File: config.mk
export PLATFORM = sky130hd
export DESIGN_NAME = rr_decode_arbiter
export DESIGN_NICKNAME = d
export VERILOG_FILES = /design/src/rtl/rr_decode_arbiter_pkg.sv /design/src/rtl/rr_decode_arbiter_decoder2x4.sv /design/src/rtl/rr_decode_arbiter.sv
export SDC_FILE = /design/constraint.sdc
export NUM_CORES = 1
export LEC_CHECK = 0
export CAP_MARGIN = 10
export CORE_AREA = 2 2 59 61
export DETAILED_ROUTE_END_ITERATION = 6
export DIE_AREA = 0 0 61 63
export MAX_ROUTING_LAYER = met4
export PLACE_DENSITY = 0.43
export SYNTH_ARGS = -nofsm -noshare
export SYNTH_HDL_FRONTEND = slang
export SYNTH_SLANG_ARGS = --single-unit
File: constraint.sdc
create_clock -name clk -period 1.4 [get_ports clk]
set_input_delay 0.28 -clock clk [delete_from_list [all_inputs] [get_ports clk]]
set_output_delay 0.28 -clock clk [all_outputs]
set_load 0.1 [all_outputs]
File: src/rtl/rr_decode_arbiter_pkg.sv
// Shared constants and types for the round-robin decode arbiter.
// Latency: n/a (declarations only).
// Backpressure: n/a.
package rr_decode_arbiter_pkg;

    localparam int NUM_REQ = 4;
    localparam int IDX_W   = 2;

    typedef enum logic {
        ST_IDLE  = 1'b0,
        ST_GRANT = 1'b1
    } state_t;

endpackage

File: src/rtl/rr_decode_arbiter_decoder2x4.sv
// 2-to-4 one-hot decoder with enable; y[x] set when en is high, all-zero otherwise.
// Latency: combinational.
// Backpressure: none.
// Ports: x - binary index, en - output enable, y - one-hot result (y[0] is index 0).
module decoder2x4
    import rr_decode_arbiter_pkg::*;
(
    input  logic [IDX_W-1:0]   x,
    input  logic               en,
    output logic [0:NUM_REQ-1] y
);

    always_comb begin
        y = '0;
        if (en) begin
            y[x] = 1'b1;
        end
    end

endmodule

File: src/rtl/rr_decode_arbiter.sv
// Round-robin arbiter sharing one resource among 4 requesters, one-hot grant via decoder.
// Latency: 1 cycle req->gnt; at least one dead (idle) cycle between consecutive grants.
// Backpressure: none; a grant is held while req stays high, up to MAX_HOLD cycles when enabled.
// Ports: clk, rst (sync, active-high); req[0:3] level requests;
//        gnt[0:3] one-hot grant; gnt_idx last winner; gnt_valid live grant;
//        preempt one-cycle pulse when the hold limit ended a grant.
module rr_decode_arbiter
    import rr_decode_arbiter_pkg::*;
#(
    parameter int MAX_HOLD = 8,
    parameter int CNT_W    = 4
) (
    input  logic               clk,
    input  logic               rst,
    input  logic [0:NUM_REQ-1] req,
    output logic [0:NUM_REQ-1] gnt,
    output logic [IDX_W-1:0]   gnt_idx,
    output logic               gnt_valid,
    output logic               preempt
);

    localparam bit               PREEMPT_EN = (MAX_HOLD != 0);
    localparam logic [CNT_W-1:0] HOLD_SAT   = CNT_W'(MAX_HOLD);
    localparam logic [CNT_W-1:0] HOLD_LAST  = CNT_W'(MAX_HOLD - 1);

    state_t           state;
    logic [IDX_W-1:0] ptr;
    logic [CNT_W-1:0] hold_cnt;
    logic [IDX_W-1:0] pick;
    logic             hold_expired;

    // First set request scanning ptr, ptr+1, ... modulo 4.
    function automatic logic [IDX_W-1:0] rr_pick(
        input logic [0:NUM_REQ-1] r,
        input logic [IDX_W-1:0]   p
    );
        logic [IDX_W-1:0] idx;
        logic             found;
        rr_pick = p;
        found   = 1'b0;
        for (int i = 0; i < NUM_REQ; i++) begin
            idx = p + IDX_W'(i);
            if (!found && r[idx]) begin
                rr_pick = idx;
                found   = 1'b1;
            end
        end
    endfunction

    assign pick         = rr_pick(req, ptr);
    assign hold_expired = PREEMPT_EN && (hold_cnt == HOLD_LAST);

    always_ff @(posedge clk) begin
        if (rst) begin
            state     <= ST_IDLE;
            ptr       <= '0;
            hold_cnt  <= '0;
            gnt_idx   <= '0;
            gnt_valid <= 1'b0;
            preempt   <= 1'b0;
        end else begin
            preempt <= 1'b0;
            case (state)
                ST_IDLE: begin
                    if (|req) begin
                        gnt_idx   <= pick;
                        gnt_valid <= 1'b1;
                        hold_cnt  <= '0;
                        state     <= ST_GRANT;
                    end else begin
                        gnt_valid <= 1'b0;
                    end
                end
                ST_GRANT: begin
                    // A voluntary drop takes precedence over the hold limit,
                    // so preempt only fires when the owner still wants the slot.
                    if (!req[gnt_idx] || hold_expired) begin
                        gnt_valid <= 1'b0;
                        ptr       <= gnt_idx + 1'b1;
                        state     <= ST_IDLE;
                        preempt   <= req[gnt_idx];
                    end
                    if (hold_cnt != HOLD_SAT) begin
                        hold_cnt <= hold_cnt + 1'b1;
                    end
                end
                default: begin
                    state     <= ST_IDLE;
                    gnt_valid <= 1'b0;
                end
            endcase
        end
    end

    decoder2x4 u_dec (
        .x  (gnt_idx),
        .en (gnt_valid),
        .y  (gnt)
    );

endmodule

After elaboration in Yosys (flattened, before gate mapping)
Cells that the tools add are included.
Operators by class
  equality and inequality tests: 5
  bitwise logic cells: 7
  reduce and logical (&&, ||, !) cells: 14
  magnitude comparators: 6
  $add $sub $neg: 5
  mux-type cells: 32
Operators by type and width (number)
  two-way mux 1 bit: 17
  greater-or-equal comparator 3 bit (second input constant): 5
  inverter 2 -> 3 bit: 5
  two-way mux 4 bit: 3
  binary-select mux 1 bit (select 2 bit): 5
  one-hot mux 4 bit (2 select lines): 1
  two-way mux 2 bit: 3
  AND reduction 2 bit: 3
  adder 2 x 1 -> 2 bit (second input constant): 2
  adder 2 bit (second input constant): 2
  adder 4 x 1 -> 4 bit (second input constant): 1
  equality test 4 x 3 -> 1 bit (second input constant): 1
  logical AND 1 bit: 4
  zero test 1 bit: 4
  != test 2 x 1 -> 1 bit (second input constant): 2
  != test 4 bit (second input constant): 1
  one-hot mux 1 bit (2 select lines): 2
  OR reduction 4 bit: 1
  < comparator 3 x 1 -> 1 bit (second input constant): 1
  OR reduction 3 bit: 1
  demux 1 bit (select 2 bit): 1
  != test 2 bit (second input constant): 1
  inverter 1 bit: 2
  logical OR 1 bit: 1
Storage, ports and cells
  bits in registers: 11
  output and inout bits: 8
  input bits: 6
  word-level logic and storage cells: 75

Depth between registers and ports, before layout
Gate-level depths: netlist of the first run.
  depth in word-level cells: 14
  gate-level depth with buffers: 6
  depth with buffers taken out: 6

Hierarchy
Synthesis of the first run repeated with hierarchy kept, for this count alone.
Second synthesis, totals
  cell total of the unflattened synthesis: 81
  area total of the unflattened synthesis: 675.6 sq um
Modules (own cells, without submodules)
  rr_decode_arbiter: times used 1, area an instance 638.1 sq um, cells an instance 77, seq. area each 220.2 sq um
  decoder2x4: times used 1, area an instance 37.5 sq um, cells an instance 4, seq. area each 0.0 sq um

Least setup slack after synthesis of the first run
No wires, ideal clock.
  kind: register to output
  from: reg gnt_idx[0]
  to: out gnt[3] in the netlist's numbering
  path buffers: 0
  setup slack: -949 ps
  cell stages (with the launch flop): 3
  arrival: 2069 ps
  required time: 1120 ps
  cells stage by stage: dfxtp_1 -> ha_1 -> and2_1
On the way
  cells in the longest elaborated chain, start to end: 6
Ends and longest elaborated chain
  from (decl): line rr_decode_arbiter.sv:17  | output logic [IDX_W-1:0] gnt_idx,
  from (signal assigned): line rr_decode_arbiter.sv:66  | gnt_idx <= pick;
  inverter 2 -> 3 bit (implied by the code) (*): line rr_decode_arbiter_decoder2x4.sv:16  | y[x] = 1'b1;
  greater-or-equal comparator 3 bit (implied by the code) or < comparator 3 x 1 -> 1 bit (tied branches): line rr_decode_arbiter_decoder2x4.sv:16
  logical AND 1 bit (implied by the code): line rr_decode_arbiter_decoder2x4.sv:16
  two-way mux 1 bit (implied by the code): line rr_decode_arbiter_decoder2x4.sv:16
  demux 1 bit (select 2 bit) (*): line rr_decode_arbiter_decoder2x4.sv:16
  two-way mux 4 bit (*): line rr_decode_arbiter_decoder2x4.sv:15  | if (en) begin
  to (decl): line rr_decode_arbiter.sv:16  | output logic [0:NUM_REQ-1] gnt,
Mark *: on every way between the ends. The rest lies on a longest branch, timed or not.

Worst setup path in the final report of the first run
  from: reg gnt_idx[0]
  to: out gnt[0] in the netlist's numbering
Same word-level chain as after synthesis.

==> results of run 1 <==
layout make-up:
| cell class | instances | area share |
|---|---|---|
| clock buffers | 4 | 0.0217 |
| inverters | 6 | 0.0248 |
| well taps | 46 | 0.0475 |
| multi-input cells | 69 | 0.478 |
| repair buffers | 24 | 0.238 |
| flip-flops and latches | 11 | 0.190 |
through the flow:
step                      TNS [ns]  worst slack, ns
after floorplan                  0          0.00593
after global placement       -3.49           -0.418
after detailed placement     -4.01           -0.471
after CTS                   -0.279          -0.0762
after global routing        -0.523           -0.129
final                       -0.225          -0.0645
placed cells by master (no fill, tap or decap), types with 4 or more instances in the layout:
cell type / instances
and2_4: 4
buf_12: 8
inv_1: 4
nand2_1: 4
a21oi_1: 8
dfxtp_1: 7
nand3b_1: 4
nand3_1: 5
buf_4: 11
nor2b_1: 6
power groups by stage:
| stage | clock (uW) | combinational (uW) | sequential, uW |
|---|---|---|---|
| after CTS | 232 | 360 | 368 |
| after global routing | 251 | 396 | 374 |
| final | 217 | 370 | 368 |
| after global placement | 0 | 322 | 376 |
| after floorplan | 0 | 177 | 412 |
| after detailed placement | 0 | 323 | 376 |
how the worst min path moves through the flow:
stage	cells past startpoint	to	slack, ns
2_1_floorplan	1	gnt_idx[1]$_SDFFE_PP0P_	0.37
3_3_place_gp	2	hold_cnt[0]$_SDFFE_PP0P_	0.50
3_5_place_dp	2	hold_cnt[0]$_SDFFE_PP0P_	0.50
4_1_cts	2	hold_cnt[0]$_SDFFE_PP0P_	0.51
5_1_grt	2	hold_cnt[1]$_SDFFE_PP0P_	0.51
6_report	2	hold_cnt[1]$_SDFFE_PP0P_	0.49
worst max-delay path: cells and delay by family, from the launching register on:
kind,cells,cell delay [ns]
buffers and inverters,2,0.22
adders and majority gates,1,0.15
and+or+nand+nor,1,0.15
DFF,1,0.39
repair_timing:
action | in CTS | in global routing
pin swaps | 3 | 2
endpoints found under the setup margin | 12 | 10
gates resized for setup | 15 | 4
buffers inserted | 5 | 2
hold buffers | 0 | 0
kinds of logic after synthesis:
group	after synthesis	share of synthesized area
adders and majority gates	6	0.0960
and+or+nand+nor	36	0.291
DFF	11	0.282
muxes	5	0.0656
buffers and inverters	11	0.0736
AOI/OAI and AO/OA	22	0.192
layer usage:
layer,track usage,vias to the layer above
met3,0.0373,0
met1,0.134,340
li1,-,380
met4,0.0163,0
met2,0.169,21
met5,-,-
registers in the layout, summed over array words and instances (netlist names):
signal	flops
hold_cnt	4
preempt	1
ptr	2
gnt_valid	1
gnt_idx	2
state	1
synthesized netlist by cell type, types with 2 or more instances:
cell type	n
nor2b_1	6
clkbuf_1	2
nand3b_1	4
nand2_1	4
a31oi_1	3
and2_1	4
buf_6	2
nand2b_1	2
nor3b_1	3
inv_1	6
ha_1	6
dfxtp_1	11
nand3_1	5
o21ai_1	2
a21oi_1	8
mux2i_1	4
==> impl_metrics.tcl, run 1 <==
set metrics [dict create \
    status "finished with violations" \
    violations "negative setup slack" \
    slowest_stage "dfxtp_4" \
    stdcell_area_um2 1210 \
    totalWireLength_mm 1.81 \
    overflow 0 \
    first_pass_iters 4 \
    clock_latency_ns 0.27 \
    track_usage 0.107 \
    clk_path_buf_depth 2 \
    seq_area_um2 230 \
    maxSlewViolCount 0 \
    final_min_period_over_clock_period 1.05 \
    p_per_area_nw_per_um2 788 \
    synth_cell_types 35 \
    min_path_type "register to register" \
    num_vias 741 \
    seq_power_share 0.385 \
    wl_per_cell_um 11.3 \
    worstHoldStart "hold_cnt[1]$_SDFFE_PP0P_" \
    dieHeight_um 63 \
    yosys-top-cells-area "dfxtp_1 28%, ha_1 9.6%, a21oi_1 5.1%, mux2i_1 5.1%, nor2b_1 4.8%" \
    start_kind "register" \
    rows 21 \
    postPlaceCellArea_um2 1070 \
    async_flop_share 0 \
    drtIter0Drc 11 \
    crit_chain "inv_4, ha_4, and2_4, buf_12" \
    end_kind "output port" \
    start_util 0.242 \
    internal_power_uw 607 \
    p_comb_frac 0.388 \
    crit_fanout 5 \
    critical_path_class "register to output port" \
    timing.rr.start "gnt_idx[0]$_SDFFE_PP0P_" \
    ff2ff_path_depth 5 \
    dp_cells 149 \
    ys.flop_type "dfxtp_1" \
    rsz0062_at_grt "true" \
    drcViolationCount 0 \
    numPortBuffers 13 \
    avgSynthCellArea_um2 8.59 \
    switching_power_uw 349 \
    clkPwrFrac 0.227 \
    multiInputGateArea_um2 579 \
    period_needed_ns 1.46 \
    n_antenna_cell 0 \
    max_freq_mhz 683 \
    antenna_found_initial 0 \
    cts_root_buf "clkbuf_4" \
    reg2reg_setup_slack_ns 0 \
    postSynthCellCount 91 \
    met3_length_um 85 \
    setup_violations 4 \
    whs_ns 0.488 \
    critical_path_required_ns 1.12 \
    synth_edf_count 0 \
    synth_seq_area_share 0.282 \
    nFillCells 343 \
    worstMarginPinSlew_ns 0.327 \
    post_route_cells_drive_above_1_share 0.395 \
    fin_cells 160 \
    avgViaCountPerCell 4.63 \
    endpoint "gnt[0]" \
    slowest_delay_ns 0.39 \
    reg2reg_to "ptr[0]$_SDFFE_PP0P_" \
    cts_tree "built" \
    yosys.area.top_type "dfxtp_1" \
    wl_met2_um 893 \
    io_pins 14 \
    ant_nets 0 \
    finClkSkew_ns 0.00525 \
    final_util 0.375 \
    grt_max_degree 10 \
    p_leak_uw 0.000446 \
    arrival_ns 1.18 \
    grt_pass1_wl_mm 3.04 \
    core_um2 3230 \
    ir_worst_vdd_mv 0.375 \
    dr.max_layer_used "met3" \
    grt_pass1_vias 676 \
    numCtsBuffers 3 \
    ys_warn_count 0 \
    hold_viol_final 0 \
    setup_ws_ns -0.0645 \
    die_x_um 61 \
    power_uw 955 \
    ctsHtreeMaxLevel 1 \
    fin_nets 127 \
    ys_seq_elements 11 \
    dpl.hpwl_mm 1.37 \
    synth_area_um2 782 \
    dieArea_um2 3840 \
    yosysTopAreaCellShare 0.282 \
    synthToLayoutAreaGrowth_pct 55.0 \
    gp_congestion 0.745 \
    wl_met1_um 832 \
    path_clk_slew_ns 0.07 \
    cp-startpoint "gnt_idx[0]$_SDFFE_PP0P_" \
    slew_headroom 0.781 \
    clock_sinks 11 \
    swShare 0.365 \
    maxCapViolCount 0 \
    synth.net_count 103 \
]
Note: power is estimated with default switching activity, not from simulation.
==> run 2: changes to the inputs <==
--- a/config.mk
+++ b/config.mk
@@ -11,6 +11,7 @@
 export DIE_AREA = 0 0 61 63
 export MAX_ROUTING_LAYER = met4
 export PLACE_DENSITY = 0.43
+export SKIP_CTS_REPAIR_TIMING = 1
 export SYNTH_ARGS = -nofsm -noshare
 export SYNTH_HDL_FRONTEND = slang
 export SYNTH_SLANG_ARGS = --single-unit
==> impl_metrics.tcl, run 2 (synthesized netlist as in run 1, its figures left out) <==
set metrics [dict create \
    end_kind "output port" \
    track_usage 0.101 \
    path_clk_slew_ns 0.07 \
    reg2reg_to "ptr[0]$_SDFFE_PP0P_" \
    wl_met1_um 840 \
    dpl.hpwl_mm 1.37 \
    avgViaCountPerCell 4.56 \
    rows 21 \
    dp_cells 149 \
    wl_per_cell_um 11.1 \
    setup_ws_ns -0.0867 \
    num_vias 720 \
    setup_violations 5 \
    critical_path_class "register to output port" \
    mostFrequentLayoutCell "buf_4" \
    totalWireLength_mm 1.76 \
    worstMarginPinSlew_ns 0.322 \
    slew_headroom 0.785 \
    dieHeight_um 63 \
    numCtsBuffers 3 \
    p_per_area_nw_per_um2 787 \
    first_pass_iters 4 \
    fin_nets 125 \
    cts_root_buf "clkbuf_4" \
    ir_worst_vdd_mv 0.375 \
    ctsHtreeMaxLevel 1 \
    antenna_found_initial 0 \
    start_kind "register" \
    violations "negative setup slack" \
    fin_cells 158 \
    clock_sinks 11 \
    post_route_cells_drive_above_1_share 0.393 \
    maxCapViolCount 0 \
    reg2reg_setup_slack_ns -0.01 \
    overflow 0 \
    core_um2 3230 \
    switching_power_uw 348 \
    io_pins 14 \
    dr.max_layer_used "met3" \
    dieArea_um2 3840 \
    start_util 0.242 \
    arrival_ns 1.21 \
    swShare 0.366 \
    synthToLayoutAreaGrowth_pct 54.4 \
    seq_power_share 0.390 \
    clkPwrFrac 0.230 \
    grt_max_degree 10 \
    min_path_cells 2 \
    status "finished with violations" \
    largest_reg_flops 4 \
    grt_pass1_wl_mm 2.87 \
    dp_slack_ns -0.471 \
    drtIter0Drc 15 \
    finClkSkew_ns 0.00436 \
    wl_met2_um 836 \
    min_path_type "register to register" \
    layout_common_cells "9 x buf_4, 8 x a21oi_1, 8 x buf_12" \
    met3_length_um 81 \
    nFillCells 342 \
    ff2ff_path_depth 5 \
    maxSlewViolCount 0 \
    numPortBuffers 13 \
    crit_fanout 6 \
    n_antenna_cell 0 \
    clk_path_buf_depth 2 \
    ant_nets 0 \
    worstHoldStart "hold_cnt[1]$_SDFFE_PP0P_" \
    top_register "hold_cnt" \
    rsz0062_at_grt "true" \
    internal_power_uw 603 \
    cts_tree "built" \
    reg_top3 "hold_cnt: 4 flops, gnt_idx: 2 flops, ptr: 2 flops" \
    critical_path_required_ns 1.12 \
    timing.rr.start "gnt_idx[0]$_SDFFE_PP0P_" \
    drcViolationCount 0 \
    max_freq_mhz 673 \
    whs_ns 0.488 \
    grt_pass1_vias 655 \
    hold_viol_final 0 \
    p_comb_frac 0.380 \
    p_leak_uw 0.000461 \
    gp_congestion 0.745 \
    final_min_period_over_clock_period 1.06 \
    hold_end "hold_cnt[1]$_SDFFE_PP0P_" \
    period_needed_ns 1.49 \
    die_x_um 61 \
    clock_latency_ns 0.27 \
]
run 2: worst max-delay path, cell delays in order (launching register included):
cell and delay (ns):
dfxtp_4 0.41, inv_4 0.06, ha_4 0.15, and2_4 0.15, buf_12 0.16
run 2: power groups by stage:
stage	logic (uW)	clock network, uW	registers (uW)
floorplan	177	0	412
global placement	322	0	376
detailed placement	323	0	376
CTS	323	232	369
global route	390	251	376
finish	361	218	371
run 2: per-layer routing:
layer | vias to the layer above | global-route usage
li1 | 378 | -
met1 | 327 | 0.128
met2 | 15 | 0.155
met3 | 0 | 0.0373
met4 | 0 | 0.0163
met5 | - | -
run 2: area by class of cell:
type	instances	area, um2	area share
multi-input cells	69	578	0.479
repair buffers	22	285	0.236
well taps	46	57.6	0.0477
flip-flops and latches	11	230	0.191
inverters	6	30.0	0.0249
clock buffers	4	26.3	0.0218
run 2: worst max-delay path by stage:
| stage | startpoint | to | slack (ns) | depth (start not counted) |
|---|---|---|---|---|
| after global routing | gnt_idx[0]$_SDFFE_PP0P_ | gnt[2] | -0.13 | 4 |
| after global placement | req[1] | hold_cnt[3]$_SDFFE_PP0P_ | -0.42 | 5 |
| final | gnt_idx[0]$_SDFFE_PP0P_ | gnt[0] | -0.09 | 4 |
| after CTS | req[0] | hold_cnt[3]$_SDFFE_PP0P_ | -0.20 | 5 |
| after floorplan | gnt_valid$_SDFFE_PP0P_ | gnt[0] | 0.006 | 1 |
| after detailed placement | req[0] | hold_cnt[3]$_SDFFE_PP0P_ | -0.47 | 5 |
run 2: metrics by stage:
stage / total power (uW) / area, um2 / utilization / TNS (ns)
floorplan: 589 / 806 / - / 0
global placement: 698 / 1070 / 0.331 / -3.49
detailed placement: 699 / 1070 / 0.331 / -4.01
CTS: 924 / 1090 / 0.339 / -1.54
global route: 1020 / 1210 / 0.374 / -0.566
finish: 950 / 1210 / 0.374 / -0.290
==> run 3: changes to the inputs <==
--- a/config.mk
+++ b/config.mk
@@ -9,8 +9,9 @@
 export CORE_AREA = 2 2 59 61
 export DETAILED_ROUTE_END_ITERATION = 6
 export DIE_AREA = 0 0 61 63
+export DONT_BUFFER_PORTS = 1
 export MAX_ROUTING_LAYER = met4
-export PLACE_DENSITY = 0.43
+export PLACE_DENSITY = 0.38
 export SKIP_CTS_REPAIR_TIMING = 1
 export SYNTH_ARGS = -nofsm -noshare
 export SYNTH_HDL_FRONTEND = slang
==> impl_metrics.tcl, run 3 (synthesized netlist as in run 1, its figures left out) <==
set metrics [dict create \
    layout_common_cells "10 x buf_4, 8 x a21oi_1, 8 x dfxtp_1" \
    drcViolationCount 0 \
    clkPwrFrac 0.259 \
    internal_power_uw 544 \
    post_route_cells_drive_above_1_share 0.310 \
    hold_viol_final 0 \
    grt_max_degree 15 \
    power_uw 866 \
    mostFrequentLayoutCell "buf_4" \
    avgViaCountPerCell 4.64 \
    dieHeight_um 63 \
    dieArea_um2 3840 \
    status "finished with violations" \
    wl_per_cell_um 12.0 \
    largest_reg_flops 4 \
    crit_chain "inv_6, ha_4, and2_4" \
    finClkSkew_ns 0.00125 \
    ctsHtreeMaxLevel 1 \
    path_clk_slew_ns 0.07 \
    antenna_found_initial 0 \
    violations "negative setup slack" \
    slowest_delay_ns 0.38 \
    clk_path_buf_depth 2 \
    swShare 0.372 \
    max_freq_mhz 686 \
    clock_sinks 11 \
    fin_nets 113 \
    p_leak_uw 0.000351 \
    cp-startpoint "gnt_idx[0]$_SDFFE_PP0P_" \
    maxSlewViolCount 0 \
    drtIter0Drc 17 \
    setup_violations 4 \
    dp_cells 137 \
    min_path_type "input port to register" \
    core_um2 3230 \
    seq_power_share 0.427 \
    setup_tns_ns -0.218 \
    n_antenna_cell 0 \
    top_register "hold_cnt" \
    grt_pass1_vias 612 \
    io_pins 14 \
    ff2ff_path_depth 5 \
    grt_pass1_wl_mm 2.76 \
    synthToLayoutAreaGrowth_pct 25.4 \
    final_min_period_over_clock_period 1.04 \
    arrival_ns 1.18 \
    num_vias 678 \
    first_pass_iters 4 \
    numCtsBuffers 3 \
    rows 21 \
    worstMarginPinSlew_ns 0.321 \
    nFillCells 347 \
    timing.rr.start "gnt_idx[0]$_SDFFE_PP0P_" \
    dpl.hpwl_mm 1.26 \
    rsz0062_at_grt "true" \
    slew_headroom 0.786 \
    start_kind "register" \
    p_per_area_nw_per_um2 882 \
    cts_root_buf "clkbuf_4" \
    cts_tree "built" \
    maxCapViolCount 0 \
    dp_slack_ns 0.0975 \
    gp_congestion 0.725 \
    setup_ws_ns -0.0577 \
    clock_latency_ns 0.27 \
    die_x_um 61 \
    reg_top3 "hold_cnt: 4 flops, gnt_idx: 2 flops, ptr: 2 flops" \
    overflow 0 \
    crit_fanout 6 \
    totalWireLength_mm 1.75 \
    fin_cells 146 \
    end_kind "output port" \
    ant_nets 0 \
    start_util 0.242 \
    worstHoldStart "rst" \
    min_path_cells 1 \
    track_usage 0.0948 \
    numPortBuffers 0 \
    p_comb_frac 0.314 \
    critical_path_class "register to output port" \
    ir_worst_vdd_mv 0.349 \
    period_needed_ns 1.46 \
    switching_power_uw 322 \
    slowest_stage "dfxtp_4" \
    critical_path_required_ns 1.12 \
]
==> run 3: cell count changes in the layout (fill, tap and decap cells not counted), sizes merged <==
cell           delta
buf               -7
clkdlybuf4s50     -2
dlymetal6s2s      -3
==> run 3: critical path: cells and delay by family (launching register included) <==
| kind | cells | cell delay, ns |
|---|---|---|
| flops | 1 | 0.38 |
| simple gates | 1 | 0.32 |
| buf+inv | 1 | 0.08 |
| fa+ha+maj | 1 | 0.12 |
==> run 3: final cells by class <==
cell class / count / area (um2) / area share
Multi-Input combinational cell: 69 / 561 / 0.571
Sequential cell: 11 / 229 / 0.233
Timing Repair Buffer: 10 / 75.1 / 0.0765
Tap cell: 46 / 57.6 / 0.0587
Inverter: 6 / 32.5 / 0.0332
Clock buffer: 4 / 26.3 / 0.0268
==> run 3: path summary, 6_finish.rpt <==
kind,to,slack [ns]
setup / recovery,gnt[2],-0.06
hold / removal,hold_cnt[1]$_SDFFE_PP0P_,0.06
setup reg to reg,ptr[0]$_SDFFE_PP0P_,0
hold reg to reg,hold_cnt[0]$_SDFFE_PP0P_,0.50
==> run 3: layer usage <==
| layer | routed length, um | track usage |
|---|---|---|
| met1 | 815 | 0.125 |
| met2 | 836 | 0.141 |
| met3 | 96 | 0.0393 |
| met4 | 0 | 0.00815 |
| met5 | 0 | - |
==> run 3: power groups by stage <==
stage	sequential (uW)	clock, uW	combinational (uW)
floorplan	412	0	177
global placement	373	0	243
detailed placement	373	0	241
CTS	366	232	242
global route	374	257	293
finish	370	224	272
==> run 3: stage by stage <==
stage	util	cell area (um2)	hold WS [ns]
5_1_grt	0.304	981	0.0364
3_3_place_gp	0.268	866	0.347
2_1_floorplan	-	806	0.373
4_1_cts	0.276	892	0.0524
3_5_place_dp	0.268	866	0.347
6_report	0.304	981	0.0607
